**src/rtl/obstacle_scheduler_pkg.sv**
```systemverilog
// -----------------------------------------------------------------------------
// obstacle_scheduler_pkg
// Shared definitions for the obstacle spawning logic:
//   - FSM state encoding of the scheduler
//   - LFSR width and feedback taps (x^16 + x^14 + x^13 + x^11 + 1)
//   - gap / spawn counter widths
//   - sprite instance index layout: small cactus = 0..NS-1, big = NS..NS+NB-1
// -----------------------------------------------------------------------------
package obstacle_scheduler_pkg;

  typedef enum logic [2:0] {
    ST_IDLE = 3'd0,
    ST_GAP  = 3'd1,
    ST_PICK = 3'd2,
    ST_FIRE = 3'd3,
    ST_WAIT = 3'd4
  } state_t;

  localparam int          LFSR_W    = 16;
  // Tap mask: bit 15 <-> x^16, 13 <-> x^14, 12 <-> x^13, 10 <-> x^11.
  localparam logic [15:0] LFSR_TAPS = 16'hB400;

  localparam int GAP_W = 10;
  localparam int CNT_W = 16;

  // First instance index of a cactus type (big = 1 selects the big bank).
  function automatic int type_base(input logic big, input int ns);
    return big ? ns : 0;
  endfunction

  // Number of instances of a cactus type.
  function automatic int type_count(input logic big, input int ns, input int nb);
    return big ? nb : ns;
  endfunction

endpackage

```
**src/rtl/obstacle_scheduler_lfsr16.sv**
```systemverilog
// -----------------------------------------------------------------------------
// lfsr16
// 16-bit Fibonacci LFSR, shifting left with the feedback bit entering at bit 0.
// Reusable source of pseudo-random timing for game blocks.
// Ports:
//   clk      in   system clock
//   rst      in   synchronous active-high reset, loads SEED
//   i_en     in   shift enable; state holds while low
//   o_state  out  current 16-bit LFSR state
// SEED must be non-zero or the register locks up at all-zeros.
// -----------------------------------------------------------------------------
module lfsr16
  import obstacle_scheduler_pkg::*;
#(
  parameter logic [LFSR_W-1:0] SEED = 16'hACE1
) (
  input  logic              clk,
  input  logic              rst,
  input  logic              i_en,
  output logic [LFSR_W-1:0] o_state
);

  logic [LFSR_W-1:0] r_state;
  logic              w_fb;

  assign w_fb    = ^(r_state & LFSR_TAPS);
  assign o_state = r_state;

  always_ff @(posedge clk) begin
    if (rst) begin
      r_state <= SEED;
    end else if (i_en) begin
      r_state <= {r_state[LFSR_W-2:0], w_fb};
    end
  end

endmodule

```
**src/rtl/obstacle_scheduler.sv**
```systemverilog
// -----------------------------------------------------------------------------
// obstacle_scheduler
// Decides when the next cactus appears and which sprite instance launches it.
// Scroll ticks are counted down from a randomised gap; then a free instance of
// a pseudo-randomly drawn type gets a one-clock start pulse, the scheduler waits
// for that instance to drop its finish flag, and the next gap begins. Every
// SPEEDUP_EVERY acknowledged spawns the minimum gap shrinks toward GAP_FLOOR.
// Ports:
//   clk          in   system clock
//   rst          in   synchronous active-high reset
//   run          in   game running; low returns the scheduler to idle
//   scroll_tick  in   one-clock pulse per one-column scroll step
//   finish_i     in   per-instance finish flags (1 = free / off-screen)
//   start_o      out  one-hot, one-clock start pulse to the chosen instance
//   spawn_cnt    out  acknowledged spawns since reset, saturating
//   cur_gap      out  minimum gap currently in force (scroll ticks)
//   stall        out  high while picking with no free instance
//   err          out  sticky: an instance never acknowledged its start
// -----------------------------------------------------------------------------
module obstacle_scheduler
  import obstacle_scheduler_pkg::*;
#(
  parameter int                NS            = 2,
  parameter int                NB            = 2,
  parameter int                MIN_GAP       = 200,
  parameter int                GAP_FLOOR     = 90,
  parameter int                GAP_STEP      = 10,
  parameter int                SPEEDUP_EVERY = 8,
  parameter int                RBITS         = 7,
  parameter int                ACK_TIMEOUT   = 1023,
  parameter logic [LFSR_W-1:0] LFSR_SEED     = 16'hACE1
) (
  input  logic             clk,
  input  logic             rst,
  input  logic             run,
  input  logic             scroll_tick,
  input  logic [NS+NB-1:0] finish_i,
  output logic [NS+NB-1:0] start_o,
  output logic [CNT_W-1:0] spawn_cnt,
  output logic [GAP_W-1:0] cur_gap,
  output logic             stall,
  output logic             err
);

  localparam int NI     = NS + NB;
  localparam int SEL_W  = (NI > 1) ? $clog2(NI) : 1;
  localparam int WAIT_W = $clog2(ACK_TIMEOUT + 1);
  localparam int SPD_W  = (SPEEDUP_EVERY > 1) ? $clog2(SPEEDUP_EVERY) : 1;

  localparam logic [GAP_W-1:0]  P_MIN_GAP   = GAP_W'(MIN_GAP);
  localparam logic [GAP_W-1:0]  P_FLOOR     = GAP_W'(GAP_FLOOR);
  localparam logic [GAP_W-1:0]  P_STEP      = GAP_W'(GAP_STEP);
  localparam logic [GAP_W-1:0]  P_GAP_ONE   = GAP_W'(1);
  localparam logic [WAIT_W-1:0] P_WAIT_LAST = WAIT_W'(ACK_TIMEOUT - 1);
  localparam logic [SPD_W-1:0]  P_SPD_LAST  = SPD_W'(SPEEDUP_EVERY - 1);
  localparam logic [CNT_W-1:0]  P_CNT_MAX   = '1;

  // Priority picker: lowest free index of the preferred type, otherwise the
  // lowest free index of the other type. Result is {found, index}.
  function automatic logic [SEL_W:0] pick_free(input logic [NI-1:0] fin, input logic big);
    logic             pref_hit;
    logic             alt_hit;
    logic [SEL_W-1:0] pref_idx;
    logic [SEL_W-1:0] alt_idx;
    int               pref_lo;
    int               pref_hi;
    pref_hit = 1'b0;
    alt_hit  = 1'b0;
    pref_idx = '0;
    alt_idx  = '0;
    pref_lo  = type_base(big, NS);
    pref_hi  = pref_lo + type_count(big, NS, NB);
    // Scan downward so the last hit written is the lowest index.
    for (int k = NI - 1; k >= 0; k--) begin
      if (fin[k]) begin
        if (k >= pref_lo && k < pref_hi) begin
          pref_hit = 1'b1;
          pref_idx = SEL_W'(k);
        end else begin
          alt_hit = 1'b1;
          alt_idx = SEL_W'(k);
        end
      end
    end
    if (pref_hit) begin
      return {1'b1, pref_idx};
    end else if (alt_hit) begin
      return {1'b1, alt_idx};
    end
    return '0;
  endfunction

  // Registers
  state_t            r_state;
  logic [GAP_W-1:0]  r_gap_cnt;
  logic [SEL_W-1:0]  r_sel;
  logic              r_type;
  logic              r_pick_first;
  logic [WAIT_W-1:0] r_wait_cnt;
  logic [CNT_W-1:0]  r_spawn_cnt;
  logic [GAP_W-1:0]  r_cur_gap;
  logic              r_err;
  logic [SPD_W-1:0]  r_speed_cnt;

  // Next-state wires
  state_t            w_state_next;
  logic [GAP_W-1:0]  w_gap_next;
  logic [SEL_W-1:0]  w_sel_next;
  logic              w_type_next;
  logic              w_pick_first_next;
  logic [WAIT_W-1:0] w_wait_next;
  logic [CNT_W-1:0]  w_spawn_next;
  logic [GAP_W-1:0]  w_cur_gap_next;
  logic              w_err_next;
  logic [SPD_W-1:0]  w_speed_next;

  // Datapath wires
  logic [LFSR_W-1:0] w_lfsr;
  logic              w_lfsr_unused;
  logic [GAP_W-1:0]  w_extra;
  logic              w_type_now;
  logic [SEL_W:0]    w_pick;
  logic              w_found;
  logic [SEL_W-1:0]  w_pick_idx;
  logic              w_stall;
  logic              w_fire_now;

  lfsr16 #(
    .SEED (LFSR_SEED)
  ) u_lfsr (
    .clk     (clk),
    .rst     (rst),
    .i_en    (run),
    .o_state (w_lfsr)
  );

  // Only the type bit and the low random bits feed the scheduler.
  assign w_lfsr_unused = ^w_lfsr;
  assign w_extra       = GAP_W'(w_lfsr[RBITS-1:0]);

  // The type is drawn from the LFSR in the first PICK cycle, then held so a
  // stalled pick keeps retrying the same type.
  assign w_type_now = r_pick_first ? w_lfsr[LFSR_W-1] : r_type;
  assign w_pick     = pick_free(finish_i, w_type_now);
  assign w_found    = w_pick[SEL_W];
  assign w_pick_idx = w_pick[SEL_W-1:0];

  // Start pulse is suppressed in the same cycle that run drops or rst rises.
  assign w_fire_now = (r_state == ST_FIRE) && run && !rst;

  genvar gi;
  for (gi = 0; gi < NI; gi++) begin : g_start
    assign start_o[gi] = w_fire_now && (r_sel == SEL_W'(gi));
  end

  assign spawn_cnt = r_spawn_cnt;
  assign cur_gap   = r_cur_gap;
  assign stall     = w_stall;
  assign err       = r_err;

  always_ff @(posedge clk) begin
    if (rst) begin
      r_state      <= ST_IDLE;
      r_gap_cnt    <= '0;
      r_sel        <= '0;
      r_type       <= 1'b0;
      r_pick_first <= 1'b0;
      r_wait_cnt   <= '0;
      r_spawn_cnt  <= '0;
      r_cur_gap    <= P_MIN_GAP;
      r_err        <= 1'b0;
      r_speed_cnt  <= '0;
    end else begin
      r_state      <= w_state_next;
      r_gap_cnt    <= w_gap_next;
      r_sel        <= w_sel_next;
      r_type       <= w_type_next;
      r_pick_first <= w_pick_first_next;
      r_wait_cnt   <= w_wait_next;
      r_spawn_cnt  <= w_spawn_next;
      r_cur_gap    <= w_cur_gap_next;
      r_err        <= w_err_next;
      r_speed_cnt  <= w_speed_next;
    end
  end

  always_comb begin
    w_state_next      = r_state;
    w_gap_next        = r_gap_cnt;
    w_sel_next        = r_sel;
    w_type_next       = r_type;
    w_pick_first_next = 1'b0;
    w_wait_next       = r_wait_cnt;
    w_spawn_next      = r_spawn_cnt;
    w_cur_gap_next    = r_cur_gap;
    w_err_next        = r_err;
    w_speed_next      = r_speed_cnt;
    w_stall           = 1'b0;

    case (r_state)
      ST_IDLE: begin
        if (run) begin
          w_state_next = ST_GAP;
          w_gap_next   = r_cur_gap + w_extra;
        end
      end

      ST_GAP: begin
        if (scroll_tick) begin
          w_gap_next = r_gap_cnt - 1'b1;
          if (r_gap_cnt <= P_GAP_ONE) begin
            w_state_next      = ST_PICK;
            w_pick_first_next = 1'b1;
          end
        end
      end

      ST_PICK: begin
        w_type_next = w_type_now;
        if (w_found) begin
          w_sel_next   = w_pick_idx;
          w_state_next = ST_FIRE;
        end else begin
          w_stall = 1'b1;
        end
      end

      ST_FIRE: begin
        w_wait_next  = '0;
        w_state_next = ST_WAIT;
      end

      ST_WAIT: begin
        if (!finish_i[r_sel]) begin
          // Launch confirmed. A saturated counter neither counts nor speeds up.
          if (r_spawn_cnt != P_CNT_MAX) begin
            w_spawn_next = r_spawn_cnt + 1'b1;
            if (r_speed_cnt == P_SPD_LAST) begin
              w_speed_next   = '0;
              w_cur_gap_next = (r_cur_gap >= P_FLOOR + P_STEP) ? (r_cur_gap - P_STEP) : P_FLOOR;
            end else begin
              w_speed_next = r_speed_cnt + 1'b1;
            end
          end
          // The freshly shortened minimum applies to this very reload.
          w_gap_next   = w_cur_gap_next + w_extra;
          w_state_next = ST_GAP;
        end else if (r_wait_cnt == P_WAIT_LAST) begin
          w_err_next   = 1'b1;
          w_gap_next   = r_cur_gap + w_extra;
          w_state_next = ST_GAP;
        end else begin
          w_wait_next = r_wait_cnt + 1'b1;
        end
      end

      default: begin
        w_state_next = ST_IDLE;
      end
    endcase

    // Dropping run abandons whatever is in flight; counters and err persist.
    if (!run) begin
      w_state_next      = ST_IDLE;
      w_pick_first_next = 1'b0;
    end
  end

endmodule
```
**config.mk**
```make
export PLATFORM = sky130hd
export DESIGN_NAME = obstacle_scheduler
export DESIGN_NICKNAME = d
export VERILOG_FILES = /design/src/rtl/obstacle_scheduler_pkg.sv /design/src/rtl/obstacle_scheduler_lfsr16.sv /design/src/rtl/obstacle_scheduler.sv
export SDC_FILE = /design/constraint.sdc
export NUM_CORES = 1
export LEC_CHECK = 0
export CAP_MARGIN = 20
export CORE_MARGIN = 2
export CORE_UTILIZATION = 47
export CTS_CLUSTER_DIAMETER = 150
export DETAILED_ROUTE_END_ITERATION = 10
export GPL_TIMING_DRIVEN = 0
export MAX_ROUTING_LAYER = met4
export PLACE_DENSITY = 0.67
export SLEW_MARGIN = 10
export SYNTH_ARGS = -nofsm -noshare
export SYNTH_HDL_FRONTEND = slang
export SYNTH_HIERARCHICAL = 1
export SYNTH_SLANG_ARGS = --single-unit
```
**constraint.sdc**
```tcl
create_clock -name clk -period 4.3 [get_ports clk]
set_clock_uncertainty 0.1 [all_clocks]
set_input_delay 0.86 -clock clk [delete_from_list [all_inputs] [get_ports clk]]
set_output_delay 0.86 -clock clk [all_outputs]
set_load 0.005 [all_outputs]
```
==> impl_metrics.tcl, run 1 <==
set metrics [dict create \
    clock-root-buffer "clkbuf_8" \
    drc 0 \
    fmax_ghz 0.2592 \
    final_antenna_net_count 0 \
    antenna_found_initial 0 \
    place.port_buffers 38 \
    hold_path_depth 2 \
    cts_max_path_buffers 2 \
    slew_headroom 0.5058 \
    grt.overflow.total 0 \
    vdd_ir_drop_max_mv 0.2003 \
    grt_start_max_net_pins 14 \
    cts.clk_slew.worst_paths_ns 0.08 \
    viasPerCell 5.641 \
    cp-end-kind "register" \
    avgSynthCellArea_um2 8.305 \
    ios 40 \
    post-route-period-util 0.8972 \
    syn_inst 521 \
    die-area_mm2 0.009989 \
    synth_area_leaders "dfxtp_1 (34%), nor2_1 (6.9%), ha_1 (6.4%), a21oi_1 (4.9%), mux2i_1 (4.9%)" \
    syn2layout_area_growth_pct 16.69 \
    firstDrtPassIters 4 \
    core_mm2 0.009065 \
    pwr_density_cell_mw_per_mm2 283.5 \
    fin_total_pwr_mw 1.431 \
    required_ns 4.42 \
    cp_max_fo 10 \
    rr_worst_depth 13 \
    start_util 0.4773 \
    clkLatencyLatePin_ns 0.36 \
    worst-path-buf-inv 1 \
    yosysTopAreaCellShare 0.3378 \
    drive_gt1_frac 0.06261 \
    rsz0062_at_grt "no" \
    globalplace.congestion 0.9153 \
    ys_types 65 \
    yosysTopAreaCell "dfxtp_1" \
    die_x_um 99.95 \
    yosys_warnings 6 \
    dpl.hpwl_um 7604 \
    ys_top_cells_by_count "nor2_1 (79), dfxtp_1 (73), nand2_1 (46)" \
    outcome "complete, no violations" \
    critPathArrivalTime_ns 3.98 \
    drv_cap 0 \
    fin_nets 602 \
    via_count 3870 \
    cp_slowest_cell "o41ai_2" \
    syn_area_mm2 0.004327 \
    max_stage_delay_ns 0.47 \
    cp-start-kind "register" \
    async_reset_ff_frac 0 \
    grt_pass1_vias 3582 \
    slew_viol_final 0 \
    row_count 35 \
    worstMarginPinSlew_ns 0.7357 \
    use_met3 0.03343 \
    die_y_um 99.95 \
    use_met1 0.2827 \
    path_depth 13 \
    period_minus_slack_ns 3.858 \
    syn-num-nets 553 \
    yosysSeqAreaShare 0.3378 \
    synth_seq_cells 73 \
    multi_input_area_mm2 0.002676 \
    cts_buffers 9 \
    synthMostInstantiatedCell "nor2_1" \
    cts_sinks 73 \
    hold_class "register to register" \
    p_leak_nw 1.919 \
    setup-violations-final 0 \
    htreeDepth 3 \
    grt.total_usage 0.2202 \
    path_class "register to register" \
    finalSetupTns_ns 0 \
    synth_edf_count 0 \
    ctsHoldBuffers 0 \
    grt_pass1_wl_um 17060 \
    dr.first_iter.drc_count 148 \
    antennaDiodeCount 0 \
    ys.flop_type "dfxtp_1" \
    globalRouteMet2Util 0.3477 \
    finalHoldViolCount 0 \
    seqCellArea_mm2 0.001461 \
    critPathTopFamily "compound AO/OA/AOI/OAI gates" \
    avgRoutedWirePerCell_um 15.03 \
    fill_cells 859 \
    wl_um 10310 \
    cts_tree "built" \
    crit_chain "ha_1 -> nand4_1 -> o41ai_2 -> buf_4 -> a21oi_1 -> o21ai_1 -> ha_1 -> a21oi_1 -> o211ai_1 -> o41ai_2 -> nor4_1 -> nor3_1 -> o22ai_1" \
    grt.busiest_layer "met2" \
]
per-layer routing:
metal	vias to the layer above	wire, µm
met2	92	4796
li1	1962	-
met4	0	240
met1	1796	4843
met3	20	428
met5	-	0
power by group:
group,switching [mW],internal (mW)
sequential,0.0250,0.696
clock,0.279,0.270
combinational,0.0877,0.0725
total,0.392,1.04
metrics by stage:
stage	utilization	cell area (µm²)	setup WS [ns]	hold WS [ns]	std cells
after floorplan	-	4327	0.9295	0.3413	521
after global placement	0.5346	4846	0.1484	0.3526	670
after detailed placement	0.5346	4846	0.08822	0.3630	670
after CTS	0.5561	5041	0.04588	0.3840	686
after global routing	0.5569	5049	0.1230	0.4184	686
final	0.5569	5049	0.4421	0.3799	686
placed cells by master (no fill, tap or decap), types with 11 or more instances in the layout:
| cell | n |
|---|---|
| xor2_1 | 18 |
| nor2_1 | 79 |
| or3_1 | 12 |
| nor3_1 | 17 |
| o21ai_0 | 23 |
| xnor2_1 | 20 |
| mux2i_1 | 21 |
| ha_1 | 22 |
| nand3_1 | 13 |
| a21oi_1 | 42 |
| inv_1 | 19 |
| nand2_1 | 46 |
| dfxtp_1 | 73 |
| clkdlybuf4s50_1 | 38 |
| clkbuf_1 | 11 |
| nand4_1 | 11 |
state kept, by name, indices dropped and copies added, names as in the netlist:
signal / count
r_type: 1
u_lfsr/o_state: 16
r_state: 3
cur_gap: 10
r_pick_first: 1
err: 1
r_speed_cnt: 3
spawn_cnt: 16
r_sel: 2
r_gap_cnt: 10
r_wait_cnt: 10
final timing paths:
path	from	endpoint	slack, ns
setup / recovery	spawn_cnt[0]$_SDFFE_PP0P_	r_gap_cnt[9]$_SDFFE_PP0P_	0.44
hold reg to reg	u_lfsr/o_state[11]$_SDFFE_PP1P_	u_lfsr/o_state[11]$_SDFFE_PP1P_	0.38
hold / removal	u_lfsr/o_state[11]$_SDFFE_PP1P_	u_lfsr/o_state[11]$_SDFFE_PP1P_	0.38
setup reg to reg	spawn_cnt[0]$_SDFFE_PP0P_	r_gap_cnt[9]$_SDFFE_PP0P_	0.44
cell families after synthesis:
logic type      after synthesis  share of synthesized area
simple gates                207                     0.2305
compound gates              115                     0.1727
flops                        73                     0.3378
xor+xnor                     40                    0.08444
buf+inv                      39                    0.04540
fa+ha+maj                    24                    0.07287
mux                          23                    0.05639
cell type report:
| cell class | count | share of cell area |
|---|---|---|
| Sequential cell | 73 | 0.2895 |
| Tap cell | 111 | 0.02751 |
| Timing Repair Buffer | 38 | 0.07534 |
| Clock inverter | 6 | 0.01338 |
| Clock buffer | 10 | 0.02528 |
| Inverter | 20 | 0.01487 |
| Multi-Input combinational cell | 409 | 0.5301 |
| Buffer | 19 | 0.02404 |
repair_timing:
| action | in CTS | in global routing |
|---|---|---|
| gates resized for setup | 0 | 2 |
| endpoints found under the setup margin | 0 | 3 |
| setup buffers | 0 | 0 |
worst reg2reg max path, delay by kind of cell, from the launching register on:
family,cells,cell delay [ns]
buffers and inverters,1,0.24
adders and majority gates,2,0.62
and+or+nand+nor,3,0.66
AOI/OAI and AO/OA,7,1.73
DFF,1,0.39
(Power assumes the default switching activity.)
==> run 2: changes to the inputs <==
ABC_CLOCK_PERIOD_IN_PS = 4300   (was not set)
PLACE_DENSITY = 0.69   (was 0.67)
==> run 2 against run 1 <==
Against the previous run:
- clock power rose by 4.0%
- die area unchanged
- largest power group unchanged
- register-to-register slack got worse by 0.07 ns
- final area rose by 0.40%
- non-clock buffer count did not move
- sequential power is essentially flat
==> impl_metrics.tcl, run 2 (synthesized netlist as in run 1, its figures left out) <==
set metrics [dict create \
    outcome "complete, no violations" \
    finalHoldViolCount 0 \
    fin_nets 602 \
    ff2ff_setup_slack_ns 0.37 \
    period_minus_slack_ns 3.929 \
    fmax_ghz 0.2545 \
    cts_buffers 9 \
    critPathTopFamily "compound AO/OA/AOI/OAI gates" \
    ios 40 \
    cp-end-kind "register" \
    grt_pass1_vias 3689 \
    place.port_buffers 38 \
    cts_sinks 73 \
    rsz0062_at_grt "no" \
    worstReg2RegEnd "r_gap_cnt[8]$_SDFFE_PP0P_" \
    crit_chain "ha_1 -> nand4_1 -> o41ai_2 -> buf_4 -> a21oi_1 -> o21ai_0 -> inv_1 -> fa_1 -> nor2b_1 -> o31a_1 -> o21a_1 -> o21ai_0 -> a21oi_1 -> mux2_2 -> a21oi_1" \
    crit_start "spawn_cnt[0]$_SDFFE_PP0P_" \
    finalSetupTns_ns 0 \
    grt.overflow.total 0 \
    core_mm2 0.009065 \
    path_class "register to register" \
    firstDrtPassIters 4 \
    row_count 35 \
    die_x_um 99.95 \
    max_stage_delay_ns 0.45 \
    start_util 0.4773 \
    ctsHoldBuffers 0 \
    required_ns 4.48 \
    drv_cap 0 \
    p_leak_nw 1.922 \
    grt_pass1_wl_um 17240 \
    cp-start-kind "register" \
    dpl.hpwl_um 7562 \
    post-route-period-util 0.9138 \
    cts.clk_slew.worst_paths_ns 0.08 \
    die_y_um 99.95 \
    globalplace.congestion 0.9405 \
    path_depth 15 \
    setup_ws_ns 0.3707 \
    pwr_density_cell_mw_per_mm2 286.9 \
    avgRoutedWirePerCell_um 15.01 \
    mostFrequentLayoutCell "nor2_1" \
    wl_um 10300 \
    cp_slowest_cell "fa_1" \
    rr_worst_depth 15 \
    final_cell_mix "nor2_1 (79), dfxtp_1 (73), nand2_1 (46)" \
    hold_class "register to register" \
    via_count 3831 \
    fill_cells 863 \
    setup-violations-final 0 \
    antenna_found_initial 0 \
    antennaDiodeCount 0 \
    final_antenna_net_count 0 \
    slew_headroom 0.4933 \
    dp_slack_ns 0.1001 \
    grt.total_usage 0.2206 \
    vdd_ir_drop_max_mv 0.1475 \
    slew_viol_final 0 \
    postCtsSetupBuffers 0 \
    crit_top_cell "a21oi_1" \
    critPathArrivalTime_ns 4.11 \
    grt_start_max_net_pins 14 \
    drc 0 \
    worstMarginPinSlew_ns 0.7542 \
    clock-root-buffer "clkbuf_8" \
    dr.first_iter.drc_count 148 \
    cts_max_path_buffers 2 \
    crit_end "r_gap_cnt[8]$_SDFFE_PP0P_" \
    viasPerCell 5.585 \
    syn2layout_area_growth_pct 17.15 \
    drive_gt1_frac 0.06261 \
    reg2reg_from "spawn_cnt[0]$_SDFFE_PP0P_" \
    die-area_mm2 0.009989 \
    htreeDepth 3 \
    cp_max_fo 10 \
    cts_tree "built" \
    cts_resized 0 \
    worst-path-buf-inv 2 \
    clkLatencyLatePin_ns 0.35 \
]
-- run 2: changes by cell type in the layout (fill, tap and decap cells not counted) --
cell      previous run  this run
clkbuf_8             9        10
clkinv_2             1         0
o21ai_0             23        24
o21ai_1              1         0
o41ai_2              2         1
o41ai_4              0         1
-- run 2: cell type report --
type | count | area, µm² | share of cell area
repair buffers | 38 | 380.4 | 0.07504
multi-input cells | 409 | 2688 | 0.5302
inverters | 20 | 75.07 | 0.01481
clock buffers | 11 | 141.4 | 0.02789
clock inverters | 5 | 62.56 | 0.01234
well taps | 111 | 138.9 | 0.02740
plain buffers | 19 | 121.4 | 0.02394
flip-flops and latches | 73 | 1461 | 0.2883
-- run 2: routing by layer --
metal,global-route usage,up-vias,wire [µm]
li1,-,1955,-
met1,0.2816,1802,4917
met2,0.3675,65,4950
met3,0.03412,9,337
met4,0.05690,0,93
met5,-,-,0
-- run 2: how the worst min path moves through the flow --
stage                                    start                         endpoint  cells past startpoint
2_1_floorplan  u_lfsr/o_state[11]$_SDFFE_PP1P_  u_lfsr/o_state[11]$_SDFFE_PP1P_                      2
3_5_place_dp   u_lfsr/o_state[11]$_SDFFE_PP1P_  u_lfsr/o_state[11]$_SDFFE_PP1P_                      2
6_report                      err$_SDFFE_PP0P_                 err$_SDFFE_PP0P_                      2
4_1_cts        u_lfsr/o_state[11]$_SDFFE_PP1P_  u_lfsr/o_state[11]$_SDFFE_PP1P_                      2
3_3_place_gp   u_lfsr/o_state[11]$_SDFFE_PP1P_  u_lfsr/o_state[11]$_SDFFE_PP1P_                      2
5_1_grt        u_lfsr/o_state[11]$_SDFFE_PP1P_  u_lfsr/o_state[11]$_SDFFE_PP1P_                      2
-- run 2: tightest hold or removal path, delay by kind of cell (launching register included) --
| family | cells | cell delay [ns] |
|---|---|---|
| flops | 1 | 0.34 |
| simple gates | 1 | 0.07 |
| compound gates | 1 | 0.04 |
-- run 2: report_power, final --
group	total (mW)	switching [mW]	internal (mW)	leakage, nW
sequential	0.721	0.0247	0.696	0.594
clock	0.572	0.284	0.288	0.0962
combinational	0.161	0.0876	0.0734	1.23
-- run 2: through the flow --
stage          std cells  total power [mW]  utilization  area (µm²)  hold slack [ns]
2_1_floorplan        521            0.8517            -        4327           0.3413
3_3_place_gp         670            0.8893       0.5346        4846           0.3538
3_5_place_dp         670            0.8942       0.5346        4846           0.3593
4_1_cts              686             1.457       0.5571        5050           0.3820
5_1_grt              686             1.515       0.5591        5069           0.4029
6_report             686             1.454       0.5591        5069           0.3803
==> run 3: changes to the inputs <==
CORE_ASPECT_RATIO = 0.5   (was not set)
==> run 3 against run 2 <==
Against the previous run:
- critical path depth unchanged
- die area up 0.47%
- clock power up 18%
- sequential cell count unchanged
- largest power group unchanged
- non-clock buffer count unchanged
- combinational power about the same
- total power up 6.9%
- register-to-register slack about the same
- utilization up 2.1 points
- first-iteration DRC count up 23%
- worst setup slack worse by 0.0012 ns
==> impl_metrics.tcl, run 3 (synthesized netlist as in run 1, its figures left out) <==
set metrics [dict create \
    cts_max_path_buffers 2 \
    hold_class "register to register" \
    required_ns 4.47 \
    dr.first_iter.drc_count 182 \
    die_y_um 71.85 \
    setup-violations-final 0 \
    core_mm2 0.008828 \
    finalHoldViolCount 0 \
    row_count 24 \
    grt_pass1_vias 3539 \
    drc 0 \
    clkLatencyLatePin_ns 0.33 \
    final_cell_mix "nor2_1 (79), dfxtp_1 (73), nand2_1 (46)" \
    setup_ws_ns 0.3695 \
    drive_gt1_frac 0.06087 \
    cts.clk_slew.worst_paths_ns 0.06 \
    design_area_mm2 0.005126 \
    fill_cells 849 \
    dpl.hpwl_um 7418 \
    slew_viol_final 0 \
    grt_pass1_wl_um 16700 \
    firstDrtPassIters 4 \
    ios 40 \
    cp_max_fo 10 \
    place.port_buffers 38 \
    vdd_ir_drop_max_mv 0.1915 \
    wl_um 9866 \
    critPathArrivalTime_ns 4.10 \
    outcome "complete, no violations" \
    period_minus_slack_ns 3.931 \
    worstMarginPinSlew_ns 0.7249 \
    drv_cap 0 \
    final_antenna_net_count 0 \
    antennaDiodeCount 0 \
    clock-root-buffer "clkbuf_16" \
    mostFrequentLayoutCell "nor2_1" \
    wl_met2_um 4303 \
    cp-start-kind "register" \
    top_layer "met4" \
    slew_headroom 0.5130 \
    path_class "register to register" \
    finalSetupTns_ns 0 \
    viasPerCell 5.465 \
    wl_met3_um 444 \
    drt-met1-wl_um 5027 \
    cp-end-kind "register" \
    grt.total_usage 0.2137 \
    cts_buffers 9 \
    via_count 3782 \
    ctsHoldBuffers 0 \
    pwr_density_cell_mw_per_mm2 303.1 \
    post-route-period-util 0.9141 \
    die-area_mm2 0.01004 \
    htreeDepth 3 \
    grt.overflow.total 0 \
    multi_input_area_mm2 0.002676 \
    fin_total_pwr_mw 1.554 \
    cts_sinks 73 \
    placedInstanceArea_mm2 0.004853 \
    fmax_ghz 0.2544 \
    p_leak_nw 1.959 \
    avgRoutedWirePerCell_um 14.26 \
    syn2layout_area_growth_pct 18.48 \
    dp.cells 676 \
    die_x_um 139.7 \
    rsz0062_at_grt "no" \
    fin_nets 602 \
    dp_slack_ns 0.1790 \
    cts_tree "built" \
    seqCellArea_mm2 0.001461 \
    start_util 0.4901 \
    globalplace.congestion 0.8742 \
    antenna_found_initial 0 \
    grt_start_max_net_pins 13 \
    final_cells 692 \
]
-- run 3: changes by cell type in the layout (fill, tap and decap cells not counted) --
cell,previous run,this run
clkinv_4,1,2
o41ai_2,1,2
o41ai_4,1,0
clkbuf_8,10,0
bufinv_16,1,0
clkbuf_1,11,12
inv_6,1,0
clkbuf_16,0,9
clkinvlp_4,2,0
clkinv_2,0,3
-- run 3: report_power, final --
group          switching (mW)  internal [mW]
Combinational          0.0852         0.0725
Clock                   0.285          0.389
Sequential             0.0243          0.697
Total                   0.394           1.16
-- run 3: timing repair --
action,4_1_cts,5_1_grt
setup buffers,0,0
resized for setup,0,1
setup endpoints to repair,0,2
endpoints found under the hold margin,0,0
-- run 3: stage by stage --
step	utilization	hold slack, ns
2_1_floorplan	-	0.3413
3_3_place_gp	0.5497	0.3556
3_5_place_dp	0.5497	0.3626
4_1_cts	0.5798	0.3733
5_1_grt	0.5806	0.4032
6_report	0.5806	0.3725
-- run 3: layout make-up --
cell class / instances / share of cell area
Clock inverter: 5 / 0.006346
Sequential cell: 73 / 0.2851
Clock buffer: 11 / 0.04540
Tap cell: 117 / 0.02856
Timing Repair Buffer: 38 / 0.07420
Inverter: 20 / 0.01464
Multi-Input combinational cell: 409 / 0.5221
Buffer: 19 / 0.02368
-- run 3: layer usage --
metal / GRT usage / up-vias
met4: 0.05556 / 0
met1: 0.2799 / 1753
li1: - / 1958
met2: 0.3328 / 62
met3: 0.05481 / 9
met5: - / -
-- run 3: critical path, stage by stage, from the launching register on --
cell	delay, ns
dfxtp_1	0.37
ha_1	0.32
nand4_1	0.23
o41ai_2	0.34
buf_4	0.24
a21oi_1	0.07
o21ai_0	0.41
inv_1	0.13
fa_1	0.45
nor2b_1	0.16
o31a_1	0.16
o21a_1	0.15
o21ai_0	0.08
a21oi_1	0.18
mux2_2	0.35
a21oi_1	0.11
-- run 3: path summary, 6_finish.rpt --
check | startpoint | to | slack, ns | depth (start not counted)
min | r_speed_cnt[1]$_SDFFE_PP0P_ | r_speed_cnt[1]$_SDFFE_PP0P_ | 0.37 | 2
min reg2reg | r_speed_cnt[1]$_SDFFE_PP0P_ | r_speed_cnt[1]$_SDFFE_PP0P_ | 0.37 | 2
max | spawn_cnt[0]$_SDFFE_PP0P_ | r_gap_cnt[8]$_SDFFE_PP0P_ | 0.37 | 15
max reg2reg | spawn_cnt[0]$_SDFFE_PP0P_ | r_gap_cnt[8]$_SDFFE_PP0P_ | 0.37 | 15
==> patch (settings of run 2) <==
Register the output `spawn_cnt` once more, without a reset; this adds one clock of latency there. The other outputs are not delayed to match.
--- a/src/rtl/obstacle_scheduler.sv
+++ b/src/rtl/obstacle_scheduler.sv
@@ -154,5 +154,7 @@
   end
 
-  assign spawn_cnt = r_spawn_cnt;
+  always_ff @(posedge clk) begin
+    spawn_cnt <= r_spawn_cnt;
+  end
   assign cur_gap   = r_cur_gap;
   assign stall     = w_stall;
Function: same outputs for any inputs over 10 cycles, from zero or initial values and one cycle with rst high; that may be too few to reach the edited logic, so the function may still have changed.
==> patch against run 2 <==
  * Worst setup slack got worse by 52 ps
  * Synthesized area increased by 7.1%
  * Non-clock buffer count shrank 1
  * Sequential cell count increased by 16
  * Routed wire length is 2.6% higher
  * Sequential share of layout area up 4.1 points
  * Critical path depth unchanged
  * Final area up 6.6%
  * Clock power rose by 4.5%
  * Total power increased by 13%
==> patch: results <==
set metrics [dict create \
    num-fill-cells 914 \
    synth_common_cells "dfxtp_1, nor2_1, nand2_1" \
    r2r_cells 15 \
    relSlewSlack_pct 52.22 \
    wirelength_um 10560 \
    drtPass1Iterations 5 \
    synthCells 540 \
    place_congestion 0.8720 \
    hold_path.class "register to register" \
    synth_warnings 6 \
    synthMuxAreaShare_pct 4.835 \
    vias 4004 \
    htree_levels 3 \
    fin_hold_ws_ps 290.0 \
    synth_xor_area_share_pct 7.320 \
    synth-compound-area-share_pct 15.83 \
    syn-num-nets 572 \
    r2r-start "r_spawn_cnt[0]" \
    leakage_nw 2.045 \
    grt_pass1_vias 3811 \
    postCtsSetupBuffers 0 \
    regToRegSetupSlack_ps 320 \
    grt_use_total_pct 21.97 \
    crit_fanout 10 \
    holdPathStages 0 \
    synthTopCellsByArea "dfxtp_1, nor2_1, ha_1" \
    ys_seq_area_share_pct 38.47 \
    post-route-util_pct 55.81 \
    switching_share_pct 26.82 \
    dr.first_iter.drc_count 200 \
    io_buffer_count 39 \
    holdPathEnd "spawn_cnt[15]" \
    layout-drive-gt1-share_pct 5.714 \
    grt_pass1_wl_um 17780 \
    antennaDiodeCount 0 \
    synth_adder_area_share_pct 6.807 \
    ys_types 64 \
    instances_no_fill 728 \
    hpwl_um 7753 \
    cts_made_buffers 9 \
    antenna_found_initial 0 \
    placed_area_um2 5189 \
    place_inst 712 \
    cpMaxStageDelayCell "o41ai_4" \
    final_nets 622 \
    path_clk_slew_ps 100 \
    cts_resized 0 \
    cp_data_arrival_time_ps 4140 \
    post-place-ws_ps 193.0 \
    insertion_delay_ps 370 \
    status "finished, final reports clean" \
    hold_start "r_spawn_cnt[15]" \
    ir_worst_vdd_mv 0.1589 \
    grt_max_degree 18 \
    max_stage_delay_ps 640 \
    regToRegEndpoint "r_gap_cnt[8]" \
    clockBufferDepth 2 \
    root_buffer "clkbuf_8" \
    synth-async-reset-ratio_pct 0 \
]
[patch: worst max-delay path: cells and delay by family (launching register included)]
kind | cells | cell delay, ps
flops | 1 | 410
simple gates | 6 | 970
compound gates | 5 | 1480
mux | 1 | 100
buf+inv | 1 | 130
fa+ha+maj | 2 | 680
[patch: power groups by stage]
| stage | combinational (W) | clock (W) | sequential [W] |
|---|---|---|---|
| floorplan | 0.000131 | 0 | 0.000883 |
| global placement | 0.000167 | 0 | 0.000889 |
| detailed placement | 0.000170 | 0 | 0.000889 |
| CTS | 0.000172 | 0.000618 | 0.000871 |
| global route | 0.000194 | 0.000654 | 0.000875 |
| finish | 0.000173 | 0.000598 | 0.000871 |
[patch: how the worst max path moves through the flow]
stage	cells past startpoint	endpoint	startpoint	slack (ps)
after floorplan	15	r_gap_cnt[8]	r_spawn_cnt[0]	900
after global placement	15	r_gap_cnt[8]	r_spawn_cnt[0]	300
after detailed placement	15	r_gap_cnt[8]	r_spawn_cnt[0]	190
after CTS	15	r_gap_cnt[8]	r_spawn_cnt[0]	180
after global routing	15	r_gap_cnt[8]	r_spawn_cnt[0]	50
final	15	r_gap_cnt[8]	r_spawn_cnt[0]	320
[patch: final cells by class]
class | count | share of cell area [%]
Tap cell | 133 | 3.079
Clock buffer | 9 | 2.292
Multi-Input combinational cell | 416 | 49.93
Buffer | 17 | 1.759
Sequential cell | 89 | 32.96
Inverter | 18 | 1.250
Clock inverter | 7 | 1.505
Timing Repair Buffer | 39 | 7.222
[patch: routing by layer]
| metal | routed length (µm) | GRT usage [%] |
|---|---|---|
| met5 | 0 | - |
| met3 | 304 | 4.973 |
| met1 | 5011 | 28.01 |
| met2 | 5087 | 34.92 |
| met4 | 159 | 6.680 |
